$ cat config.mk
export PLATFORM = sky130hd
export DESIGN_NAME = symbol_upsample
export DESIGN_NICKNAME = d
export VERILOG_FILES = /design/src/rtl/symbol_sync_pkg.sv /design/src/rtl/sym_fifo.sv /design/src/rtl/symbol_upsample.sv
export SDC_FILE = /design/constraint.sdc
export NUM_CORES = 1
export LEC_CHECK = 0
export ABC_AREA = 0
export CELL_PAD_IN_SITES_DETAIL_PLACEMENT = 1
export CELL_PAD_IN_SITES_GLOBAL_PLACEMENT = 1
export CORE_MARGIN = 1.5
export CORE_UTILIZATION = 40
export DETAILED_ROUTE_END_ITERATION = 6
export GPL_ROUTABILITY_DRIVEN = 0
export PLACE_DENSITY_LB_ADDON = 0.08
export SKIP_CTS_REPAIR_TIMING = 1
export SLEW_MARGIN = 10
export SYNTH_ARGS = -nofsm -noshare
export SYNTH_HDL_FRONTEND = slang
export SYNTH_SLANG_ARGS = --single-unit
$ cat constraint.sdc
create_clock -name clk -period 2.6 [get_ports clk]
set_input_delay 0.52 -clock clk [delete_from_list [all_inputs] [get_ports clk]]
set_output_delay 0.52 -clock clk [all_outputs]
set_load 0.01 [all_outputs]
$ cat src/rtl/symbol_sync_pkg.sv
// Shared definitions for the symbol-rate / sample-rate datapath blocks:
// sample width arithmetic and the legal parameter ranges.
package symbol_sync_pkg;

  localparam int unsigned SPS_MIN        = 2;
  localparam int unsigned SPS_MAX        = 16;
  localparam int unsigned FIFO_DEPTH_MIN = 2;

  // Total sample width from its sign, integer and fractional fields.
  function automatic int unsigned data_width(input int unsigned sym_w,
                                             input int unsigned int_w,
                                             input int unsigned dec_w);
    return sym_w + int_w + dec_w;
  endfunction

  function automatic bit sps_legal(input int unsigned sps);
    return (sps >= SPS_MIN) && (sps <= SPS_MAX);
  endfunction

  function automatic bit fifo_depth_legal(input int unsigned depth);
    return (depth >= FIFO_DEPTH_MIN) && ((depth & (depth - 1)) == 0);
  endfunction

endpackage

$ cat src/rtl/sym_fifo.sv
// Small power-of-two symbol buffer. Pointers wrap naturally modulo DEPTH;
// a write is only visible at the read port from the following clock.
module sym_fifo #(
  parameter int unsigned WIDTH = 32,
  parameter int unsigned DEPTH = 4
) (
  input  logic             clk,
  input  logic             rstn,
  input  logic             push,
  input  logic [WIDTH-1:0] din,
  input  logic             pop,
  output logic [WIDTH-1:0] dout,
  output logic             full,
  output logic             empty
);

  localparam int unsigned AW = $clog2(DEPTH);

  logic [AW-1:0]    wr_ptr_q, wr_ptr_d;
  logic [AW-1:0]    rd_ptr_q, rd_ptr_d;
  logic [AW:0]      count_q,  count_d;
  logic [WIDTH-1:0] mem_q [DEPTH];
  logic [WIDTH-1:0] mem_d [DEPTH];
  logic             do_push, do_pop;

  assign full    = (count_q == (AW+1)'(DEPTH));
  assign empty   = (count_q == '0);
  assign do_push = push & ~full;
  assign do_pop  = pop & ~empty;
  assign dout    = mem_q[rd_ptr_q];

  // Next pointers, occupancy and storage contents.
  always_comb begin
    mem_d    = mem_q;
    wr_ptr_d = wr_ptr_q;
    rd_ptr_d = rd_ptr_q;
    count_d  = count_q;
    if (do_push) begin
      mem_d[wr_ptr_q] = din;
      wr_ptr_d        = wr_ptr_q + 1'b1;
    end
    if (do_pop) begin
      rd_ptr_d = rd_ptr_q + 1'b1;
    end
    case ({do_push, do_pop})
      2'b10:   count_d = count_q + 1'b1;
      2'b01:   count_d = count_q - 1'b1;
      default: count_d = count_q;
    endcase
  end

  // Pointer and occupancy registers.
  always_ff @(posedge clk or negedge rstn) begin
    if (!rstn) begin
      wr_ptr_q <= '0;
      rd_ptr_q <= '0;
      count_q  <= '0;
    end else begin
      wr_ptr_q <= wr_ptr_d;
      rd_ptr_q <= rd_ptr_d;
      count_q  <= count_d;
    end
  end

  // Storage needs no reset: occupancy gates every read.
  always_ff @(posedge clk) begin
    mem_q <= mem_d;
  end

endmodule

$ cat src/rtl/symbol_upsample.sv
// Symbol-to-sample upsampler: buffers Q/I symbols and emits SPS samples per
// symbol on sample_en ticks, either repeating the symbol or zero-stuffing.
module symbol_upsample
  import symbol_sync_pkg::*;
#(
  parameter  int unsigned SYM_WIDTH  = 1,
  parameter  int unsigned INT_WIDTH  = 1,
  parameter  int unsigned DEC_WIDTH  = 14,
  parameter  int unsigned SPS        = 4,
  parameter  int unsigned FIFO_DEPTH = 4,
  localparam int unsigned DATA_WIDTH = data_width(SYM_WIDTH, INT_WIDTH, DEC_WIDTH)
) (
  input  logic                  clk,
  input  logic                  rstn,
  input  logic                  sample_en,
  input  logic                  in_valid,
  output logic                  in_ready,
  input  logic [DATA_WIDTH-1:0] in_q,
  input  logic [DATA_WIDTH-1:0] in_i,
  input  logic                  hold_mode,
  output logic                  out_valid,
  output logic [DATA_WIDTH-1:0] out_q,
  output logic [DATA_WIDTH-1:0] out_i,
  output logic                  sym_start,
  output logic                  underflow,
  input  logic                  underflow_clr
);

  localparam int unsigned   PW         = $clog2(SPS);
  localparam logic [PW-1:0] LAST_PHASE = PW'(SPS - 1);

  logic [PW-1:0]           phase_q, phase_d;
  logic [2*DATA_WIDTH-1:0] cur_sym_q, cur_sym_d;
  logic                    started_q, started_d;
  logic                    out_valid_q, out_valid_d;
  logic [DATA_WIDTH-1:0]   out_q_q, out_q_d;
  logic [DATA_WIDTH-1:0]   out_i_q, out_i_d;
  logic                    sym_start_q, sym_start_d;
  logic                    underflow_q, underflow_d;
  logic                    set_uf;

  logic                    fifo_push, fifo_pop, fifo_full, fifo_empty;
  logic [2*DATA_WIDTH-1:0] fifo_dout;

  // Ready is held low while reset is asserted.
  assign in_ready  = rstn & ~fifo_full;
  assign fifo_push = in_valid & in_ready;

  sym_fifo #(
    .WIDTH (2*DATA_WIDTH),
    .DEPTH (FIFO_DEPTH)
  ) u_fifo (
    .clk   (clk),
    .rstn  (rstn),
    .push  (fifo_push),
    .din   ({in_q, in_i}),
    .pop   (fifo_pop),
    .dout  (fifo_dout),
    .full  (fifo_full),
    .empty (fifo_empty)
  );

  // Phase sequencing, symbol pop and next sample value on each tick.
  always_comb begin
    phase_d     = phase_q;
    cur_sym_d   = cur_sym_q;
    started_d   = started_q;
    out_valid_d = 1'b0;
    sym_start_d = 1'b0;
    out_q_d     = out_q_q;
    out_i_d     = out_i_q;
    fifo_pop    = 1'b0;
    set_uf      = 1'b0;
    if (sample_en) begin
      out_valid_d = 1'b1;
      if (phase_q == '0) begin
        if (!fifo_empty) begin
          fifo_pop           = 1'b1;
          cur_sym_d          = fifo_dout;
          {out_q_d, out_i_d} = fifo_dout;
          sym_start_d        = 1'b1;
          started_d          = 1'b1;
          phase_d            = PW'(1);
        end else begin
          // Idle: phase parks at 0 until a symbol is available.
          {out_q_d, out_i_d} = '0;
          set_uf             = started_q;
        end
      end else begin
        {out_q_d, out_i_d} = hold_mode ? cur_sym_q : '0;
        phase_d            = (phase_q == LAST_PHASE) ? '0 : phase_q + 1'b1;
      end
    end
    underflow_d = set_uf ? 1'b1 : (underflow_clr ? 1'b0 : underflow_q);
  end

  // State and registered outputs.
  always_ff @(posedge clk or negedge rstn) begin
    if (!rstn) begin
      phase_q     <= '0;
      cur_sym_q   <= '0;
      started_q   <= 1'b0;
      out_valid_q <= 1'b0;
      out_q_q     <= '0;
      out_i_q     <= '0;
      sym_start_q <= 1'b0;
      underflow_q <= 1'b0;
    end else begin
      phase_q     <= phase_d;
      cur_sym_q   <= cur_sym_d;
      started_q   <= started_d;
      out_valid_q <= out_valid_d;
      out_q_q     <= out_q_d;
      out_i_q     <= out_i_d;
      sym_start_q <= sym_start_d;
      underflow_q <= underflow_d;
    end
  end

  assign out_valid = out_valid_q;
  assign out_q     = out_q_q;
  assign out_i     = out_i_q;
  assign sym_start = sym_start_q;
  assign underflow = underflow_q;

endmodule
## Word level (Yosys, flattened, before mapping)

Cells that the tools add are included.
W data, S select, Z words.

- $add $sub $neg: 5
- Reduce and logical (&&, ||, !) cells: 7
- Bitwise gates (word level): 8
- Order comparisons: 3
- Multiplexer cells: 24
- Equality and inequality tests: 5

Operators with widths:

| cell | count |
|---|---|
| $bwmux W128 | 1 |
| $mux W32 | 4 |
| $bmux W32 S2 | 1 |
| $demux W32 S2 | 1 |
| $mux W16 | 4 |
| $mux W1 | 9 |
| $add A2 B1 Y2 const B | 3 |
| $ge A3 B3 Y1 const B | 2 |
| $mux W2 | 3 |
| $not A2 Y3 | 2 |
| $pmux W3 S2 | 1 |
| $and A1 B1 Y1 | 4 |
| $eq A2 B2 Y1 const B | 2 |
| $reduce_bool A2 Y1 | 2 |
| $add A3 B1 Y3 const B | 1 |
| $eq A3 B3 Y1 const B | 1 |
| $logic_not A3 Y1 | 1 |
| $lt A3 B1 Y1 const B | 1 |
| $reduce_and A3 Y1 | 1 |
| $sub A3 B1 Y3 const B | 1 |
| $eq A2 B1 Y1 const B | 1 |
| $logic_not A2 Y1 | 1 |
| $ne A2 B2 Y1 const B | 1 |
| $not A1 Y1 | 2 |
| other kinds (2) | 2 |

- Word-level logic and storage cells: 67
- Flip-flop bits (word level): 205

## Logic depth before layout (Yosys ltp)

Gate-level depths: netlist of run 1.

- Depth in word-level cells: 7
- Depth in mapped cells: 11

## Hierarchy

From an unflattened synthesis of run 1, not the netlist that was laid out.

- Cells, all modules: 402
- Area, all modules: 8012.7 um^2

Modules (own cells, without submodules):

| module | seq. area each (um^2) | times used | cells an instance | area each (um^2) |
|---|---|---|---|---|
| sym_fifo | 4018.9 | 1 | 205 | 5091.1 |
| symbol_upsample | 1751.7 | 1 | 197 | 2921.6 |

## Least setup slack after synthesis of run 1

Ideal clock, no wire load.

- Kind: register to register
- Start point: register phase_q[0]
- End point: register u_fifo.count_q[2]
- Stages on the path, launching flop included: 12
- Setup slack: 407 ps
- Path buffers: 1
- Setup time: 80 ps
- Arrival time: 2113 ps
- Data required time: 2520 ps
- Path through: dfrtp_1 inv_1 ha_1 o311ai_4 inv_4 buf_6 ha_1 inv_1 fa_1 xor2_1 nor2_1 xnor2_1

- Cells in the longest elaborated chain, start to end: 6

Ends and longest elaborated chain:

| element | line | RTL |
|---|---|---|
| from (decl) | symbol_upsample.sv:32 | `logic [PW-1:0] phase_q, phase_d;` |
| from (signal assigned) | symbol_upsample.sv:109 | `phase_q <= phase_d;` |
| $logic_not A2 Y1 * | symbol_upsample.sv:76 | `if (phase_q == '0) begin` |
| $mux W1 * | symbol_upsample.sv:76 |  |
| $mux W1 * | symbol_upsample.sv:74 | `if (sample_en) begin` |
| $and A1 B1 Y1 * | sym_fifo.sv:29 | `assign do_pop = pop & ~empty;` |
| net u_fifo.do_pop | sym_fifo.sv:24 | `logic do_push, do_pop;` |
| $eq A2 B1 Y1 or $eq A2 B2 Y1 (tied branches) | sym_fifo.sv:45 | `case ({do_push, do_pop})` |
| $pmux W3 S2 or $reduce_bool A2 Y1 (tied branches) | - |  |
| to (signal assigned) | sym_fifo.sv:61 | `count_q <= count_d;` |
| to (decl) | sym_fifo.sv:21 | `logic [AW:0] count_q, count_d;` |

The timed path passes the listed nets; every way through them passes the cells marked *.
A chain may end at the register's enable or synchronous reset.

## Final worst setup path of run 1

- Start point: register u_fifo.count_q[0]
- End point: output port in_ready

- Cells in the longest elaborated chain, start to end: 3

Ends and longest elaborated chain:

| element | line | RTL |
|---|---|---|
| $eq A3 B3 Y1 | sym_fifo.sv:26 | `assign full = (count_q == (AW+1)'(DEPTH));` |
| $not A1 Y1 | symbol_upsample.sv:46 | `assign in_ready = rstn & ~fifo_full;` |
| $and A1 B1 Y1 | symbol_upsample.sv:46 |  |
| to (decl) | symbol_upsample.sv:17 | `output logic in_ready,` |

Every way passes these cells.

==> impl_metrics.tcl, run 1 <==
set metrics [dict create \
    synth_top_area_share 0.498 \
    die_w_um 142 \
    ys_ff_latch 205 \
    relSlewSlack 0.362 \
    postSynthAreaPerCell_um2 16.6 \
    ant_nets 0 \
    cts_sinks 205 \
    crit_path_start_kind "flip-flop" \
    drc 0 \
    diodes 0 \
    swShare 0.285 \
    grt_max_degree 54 \
    p_leak_uw 0.00379 \
    dieArea_um2 20200 \
    p_switching_uw 3050 \
    drive_gt1_frac 0.169 \
    crit_chain "o31a_1, clkdlybuf4s50_1" \
    p_int_uw 7640 \
    vias 4195 \
    drtIter0Drc 210 \
    num_io_pins 74 \
    setup_viol 0 \
    htreeDepth 1 \
    antenna_found_initial 0 \
    reg2reg_depth 8 \
    initial_core_util 0.410 \
    syn2layout_area_growth_pct 24.1 \
    drv_slew 0 \
    yosysSeqAreaShare 0.747 \
    clock_latency_ns 0.51 \
    yosysUniqueCellTypes 30 \
    cp_slowest_cell "clkdlybuf4s50_1" \
    p_seq_frac 0.446 \
    final-hold-violation-count 0 \
    path_clk_slew_ns 0.06 \
    p_clk_frac 0.303 \
    required_ns 2.08 \
    comb_power_share 0.251 \
    tns_ns 0 \
    wire_per_inst_um 19.2 \
    port_buffers 73 \
    worstPathMaxFanout 6 \
    clk_path_buf_depth 3 \
    fin_nets 604 \
    crit_path_end_kind "primary output" \
    firstDrtPassIters 4 \
    period_share 0.885 \
    crit_arrival_ns 1.78 \
    tightest_slew_ns 0.957 \
    ctsRootBufferMaster "clkbuf_16" \
    path_class "flip-flop to primary output" \
    worst_path_largest_cell_delay_ns 0.49 \
    powerDensity_nw_per_um2 1120 \
    timing.fmax_mhz 435 \
    cts_tree "yes" \
    status "finished clean" \
    fill_cells 1781 \
    viasPerCell 5.02 \
    hold_class "input port to async pin" \
    synthCells 465 \
    grt_pass1_vias 4696 \
    core-area_um2 18800 \
    ir_drop_mv 0.674 \
    synth.area.top_cells "edfxtp_1, dfrtp_1, mux4_2" \
    hpwl_um 9830 \
    chipHeight_um 142 \
    grt_pass1_wl_um 25900 \
    fin_crit_ns 2.30 \
    clock-skew-final_ns 0.00702 \
    grt-ovfl-total 0 \
    drv_cap 0 \
    synthesis.area_um2 7720 \
    synth_top_area_cell "edfxtp_1" \
    p_total_uw 10700 \
    syn-num-nets 511 \
    num_rows 50 \
    cts_buffers 23 \
    routed_wl_um 16000 \
    rsz0062_at_grt "no" \
    grt_util_all_layers 0.169 \
    synth_warnings 0 \
]
## cell usage after synthesis (all sizes together)
| cell type | number |
|---|---|
| nand2b | 1 |
| nor2 | 1 |
| dfrtp | 77 |
| o21ai | 1 |
| mux4 | 32 |
| inv | 12 |
| and3b | 1 |
| and2 | 4 |
| fa | 1 |
| a22oi | 32 |
| o32a | 1 |
| ha | 7 |
| o311ai | 1 |
| mux2 | 2 |
| nand2 | 129 |
| clkinv | 1 |
| mux2i | 1 |
| nor3 | 1 |
| clkbuf | 5 |
| a21oi | 1 |
| nand4 | 1 |
| o311a | 1 |
| xnor2 | 5 |
| buf | 17 |
| edfxtp | 128 |
| xor2 | 1 |
| o31a | 1 |
## state kept, by name, summed over array words and instances, names as in the netlist
name	cells
phase_q	2
u_fifo.wr_ptr_q	2
u_fifo.count_q	3
underflow	1
cur_sym_q	32
u_fifo.rd_ptr_q	2
out_i	16
u_fifo.mem_q	128
out_valid	1
out_q	16
sym_start	1
started_q	1
## area by class of cell
cell class                      count  area (um2)  share of cell area
Clock inverter                     12         125              0.0131
Sequential cell                   205        5770               0.602
Tap cell                          260         325              0.0339
Timing Repair Buffer               90         893              0.0932
Multi-Input combinational cell    225        1760               0.184
Inverter                           13        51.3             0.00535
Clock buffer                       30         652              0.0680
## power by group through the flow
| stage | registers, uW | logic, uW | clock network, uW |
|---|---|---|---|
| after detailed placement | 4840 | 2760 | 0 |
| final | 4770 | 2690 | 3240 |
| after global routing | 4870 | 3000 | 3440 |
| after CTS | 4780 | 2780 | 3330 |
| after global placement | 4780 | 2690 | 0 |
| after floorplan | 4720 | 1710 | 0 |
## logic make-up (layout without fill, tap and decap cells)
group,count (synthesis),count (layout),share of synthesized area
adder cells (fa/ha/maj),8,8,0.0139
buffers and inverters,35,145,0.0253
flip-flops,205,205,0.747
AND/OR/NAND/NOR,138,138,0.0698
XOR/XNOR,6,6,0.00680
AO/OA/AOI/OAI,38,38,0.0395
multiplexers,35,35,0.0975
## stage by stage
step                instance area, um2  instances  worst slack (ns)  hold slack (ns)  utilization
floorplan                         7720        465             0.407            0.224            -
global placement                  8810        793             0.132            0.456        0.468
detailed placement                8810        793            0.0604            0.467        0.468
CTS                               9580        835             0.271           0.0211        0.509
global route                      9580        835             0.230           0.0390        0.509
finish                            9580        835             0.299           0.0265        0.509
## cell usage in the layout, fill, tap and decap left out, types with 2 or more instances in the layout
| cell | Yosys | layout |
|---|---|---|
| clkbuf_16 | 0 | 23 |
| a22oi_1 | 32 | 32 |
| dfrtp_1 | 77 | 75 |
| clkbuf_1 | 5 | 2 |
| clkbuf_8 | 0 | 5 |
| xnor2_1 | 5 | 5 |
| clkinvlp_4 | 0 | 2 |
| clkinv_1 | 1 | 5 |
| bufinv_16 | 0 | 2 |
| buf_4 | 6 | 15 |
| clkinv_2 | 0 | 3 |
| mux2_2 | 2 | 2 |
| nand2_1 | 129 | 129 |
| clkdlybuf4s50_1 | 0 | 72 |
| edfxtp_1 | 128 | 128 |
| dfrtp_2 | 0 | 2 |
| mux4_2 | 32 | 32 |
| ha_1 | 7 | 7 |
| buf_12 | 0 | 3 |
| inv_1 | 11 | 11 |
| and2_2 | 0 | 4 |
## critical path, delay by kind of cell, from the launching register on
family / cells / cell delay (ns)
compound gates: 1 / 0.32
flops: 1 / 0.47
buf+inv: 1 / 0.49
## metal layers
layer,track usage,vias to the layer above,share of wire
li1,-,1894,-
met1,0.227,2198,0.45
met2,0.291,74,0.50
met3,0.0286,29,0.031
met4,0.0385,0,0.019
met5,0,-,0
## path summary, 6_finish.rpt
| kind | from | endpoint | slack [ns] |
|---|---|---|---|
| min | rstn | u_fifo.count_q[0]$_DFFE_PN0P_ | 0.03 |
| min reg2reg | cur_sym_q[29]$_DFFE_PN0P_ | cur_sym_q[29]$_DFFE_PN0P_ | 0.48 |
| max | u_fifo.count_q[0]$_DFFE_PN0P_ | in_ready | 0.30 |
| min in group clk | cur_sym_q[29]$_DFFE_PN0P_ | cur_sym_q[29]$_DFFE_PN0P_ | 0.48 |
| max in group asynchronous | rstn | cur_sym_q[8]$_DFFE_PN0P_ | 1.92 |
| max reg2reg | u_fifo.count_q[0]$_DFFE_PN0P_ | u_fifo.count_q[2]$_DFFE_PN0P_ | 0.39 |
Note: power is estimated with default switching activity, not from simulation.
==> inputs of run 2 (changes only) <==
Settings changed: CTS_BUF_LIST from default to sky130_fd_sc_hd__clkbuf_8 sky130_fd_sc_hd__clkbuf_16.
==> impl_metrics.tcl, run 2 (synthesized netlist as in run 1, its figures left out) <==
set metrics [dict create \
    status "finished clean" \
    place_inst 793 \
    crit_arrival_ns 1.78 \
    ir_drop_mv 0.674 \
    wire_per_inst_um 19.2 \
    syn2layout_area_growth_pct 24.1 \
    drv_slew 0 \
    crit_path_start_kind "flip-flop" \
    p_seq_frac 0.446 \
    num_rows 50 \
    die_w_um 142 \
    p_clk_frac 0.303 \
    path_clk_slew_ns 0.06 \
    cts_sinks 205 \
    p_int_uw 7640 \
    cts_tree "yes" \
    fill_cells 1781 \
    drtIter0Drc 213 \
    mostFrequentLayoutCells "nand2_1, edfxtp_1, dfrtp_1, clkdlybuf4s50_1" \
    viasPerCell 5.03 \
    crit_path_end_kind "primary output" \
    hold_class "input port to async pin" \
    fin_cells 835 \
    powerDensity_nw_per_um2 1120 \
    clk_path_buf_depth 3 \
    largest_reg_flops 128 \
    htreeDepth 1 \
    rsz0062_at_grt "no" \
    comb_power_share 0.252 \
    initial_core_util 0.410 \
    relSlewSlack 0.362 \
    path_class "flip-flop to primary output" \
    setup_slack_ns 0.298 \
    top_register "u_fifo.mem_q" \
    diodes 0 \
    firstDrtPassIters 4 \
    tns_ns 0 \
    required_ns 2.08 \
    fin_nets 604 \
    layout_commonest_cell "nand2_1" \
    swShare 0.286 \
    antenna_found_initial 0 \
    grt-ovfl-total 0 \
    p_leak_uw 0.00379 \
    grt_pass1_vias 4696 \
    core-area_um2 18800 \
    reg.largest.list "u_fifo.mem_q x128, cur_sym_q x32" \
    routed_wl_um 16100 \
    port_buffers 73 \
    drv_cap 0 \
    p_switching_uw 3050 \
    final-hold-violation-count 0 \
    grt_pass1_wl_um 25900 \
    tightest_slew_ns 0.957 \
    place_ws_ns 0.0604 \
    worstPathMaxFanout 6 \
    ctsRootBufferMaster "clkbuf_16" \
    chipHeight_um 142 \
    clock_latency_ns 0.51 \
    grt_util_all_layers 0.169 \
    drc 0 \
    grt_max_degree 54 \
    fin_crit_ns 2.30 \
    dieArea_um2 20200 \
    ant_nets 0 \
    clock-skew-final_ns 0.00702 \
    hpwl_um 9830 \
    setup_viol 0 \
    num_io_pins 74 \
    timing.fmax_mhz 434 \
    cts_buffers 23 \
    drive_gt1_frac 0.169 \
    vias 4197 \
    period_share 0.885 \
]
## run 2: cell types whose count changed in the layout (fill, tap and decap cells not counted), sizes merged
cell    before  now
clkbuf      30   28
inv         13   15
## run 2: routing by layer
layer | global-route usage | share of wire | vias to the layer above
li1 | - | - | 1894
met1 | 0.227 | 0.45 | 2200
met2 | 0.291 | 0.50 | 74
met3 | 0.0286 | 0.031 | 29
met4 | 0.0385 | 0.019 | 0
met5 | 0 | 0 | -
## run 2: worst paths after layout
kind / start / endpoint / slack (ns) / depth (start not counted)
worst max register to register: u_fifo.count_q[0]$_DFFE_PN0P_ / u_fifo.count_q[2]$_DFFE_PN0P_ / 0.39 / 8
max in group asynchronous: rstn / cur_sym_q[8]$_DFFE_PN0P_ / 1.92 / 2
worst max-delay path: u_fifo.count_q[0]$_DFFE_PN0P_ / in_ready / 0.30 / 2
worst min-delay path: rstn / u_fifo.count_q[0]$_DFFE_PN0P_ / 0.03 / 2
worst min register to register: cur_sym_q[29]$_DFFE_PN0P_ / cur_sym_q[29]$_DFFE_PN0P_ / 0.48 / 2
min in group clk: cur_sym_q[29]$_DFFE_PN0P_ / cur_sym_q[29]$_DFFE_PN0P_ / 0.48 / 2
## run 2: worst max-delay path: stages (launching register included)
cell             delay [ns]
dfrtp_1                0.47
o31a_1                 0.32
clkdlybuf4s50_1        0.49
## run 2: metrics by stage
step | util | power, uW | hold WS [ns] | instance area [um2]
after floorplan | - | 6430 | 0.224 | 7720
after global placement | 0.468 | 7470 | 0.456 | 8810
after detailed placement | 0.468 | 7610 | 0.467 | 8810
after CTS | 0.509 | 10900 | 0.0209 | 9580
after global routing | 0.509 | 11300 | 0.0390 | 9580
final | 0.509 | 10700 | 0.0263 | 9580
## run 2: power groups by stage
| stage | Sequential (uW) | Combinational, uW | Clock [uW] |
|---|---|---|---|
| after global placement | 4780 | 2690 | 0 |
| after floorplan | 4720 | 1710 | 0 |
| after global routing | 4870 | 3000 | 3440 |
| final | 4770 | 2690 | 3230 |
| after CTS | 4780 | 2780 | 3320 |
| after detailed placement | 4840 | 2760 | 0 |
## run 2: area by class of cell
cell class	count	area, um2	area share
Clock buffer	28	644	0.0672
Clock inverter	14	133	0.0138
Inverter	13	51.3	0.00535
Multi-Input combinational cell	225	1760	0.184
Sequential cell	205	5770	0.602
Tap cell	260	325	0.0339
Timing Repair Buffer	90	893	0.0932
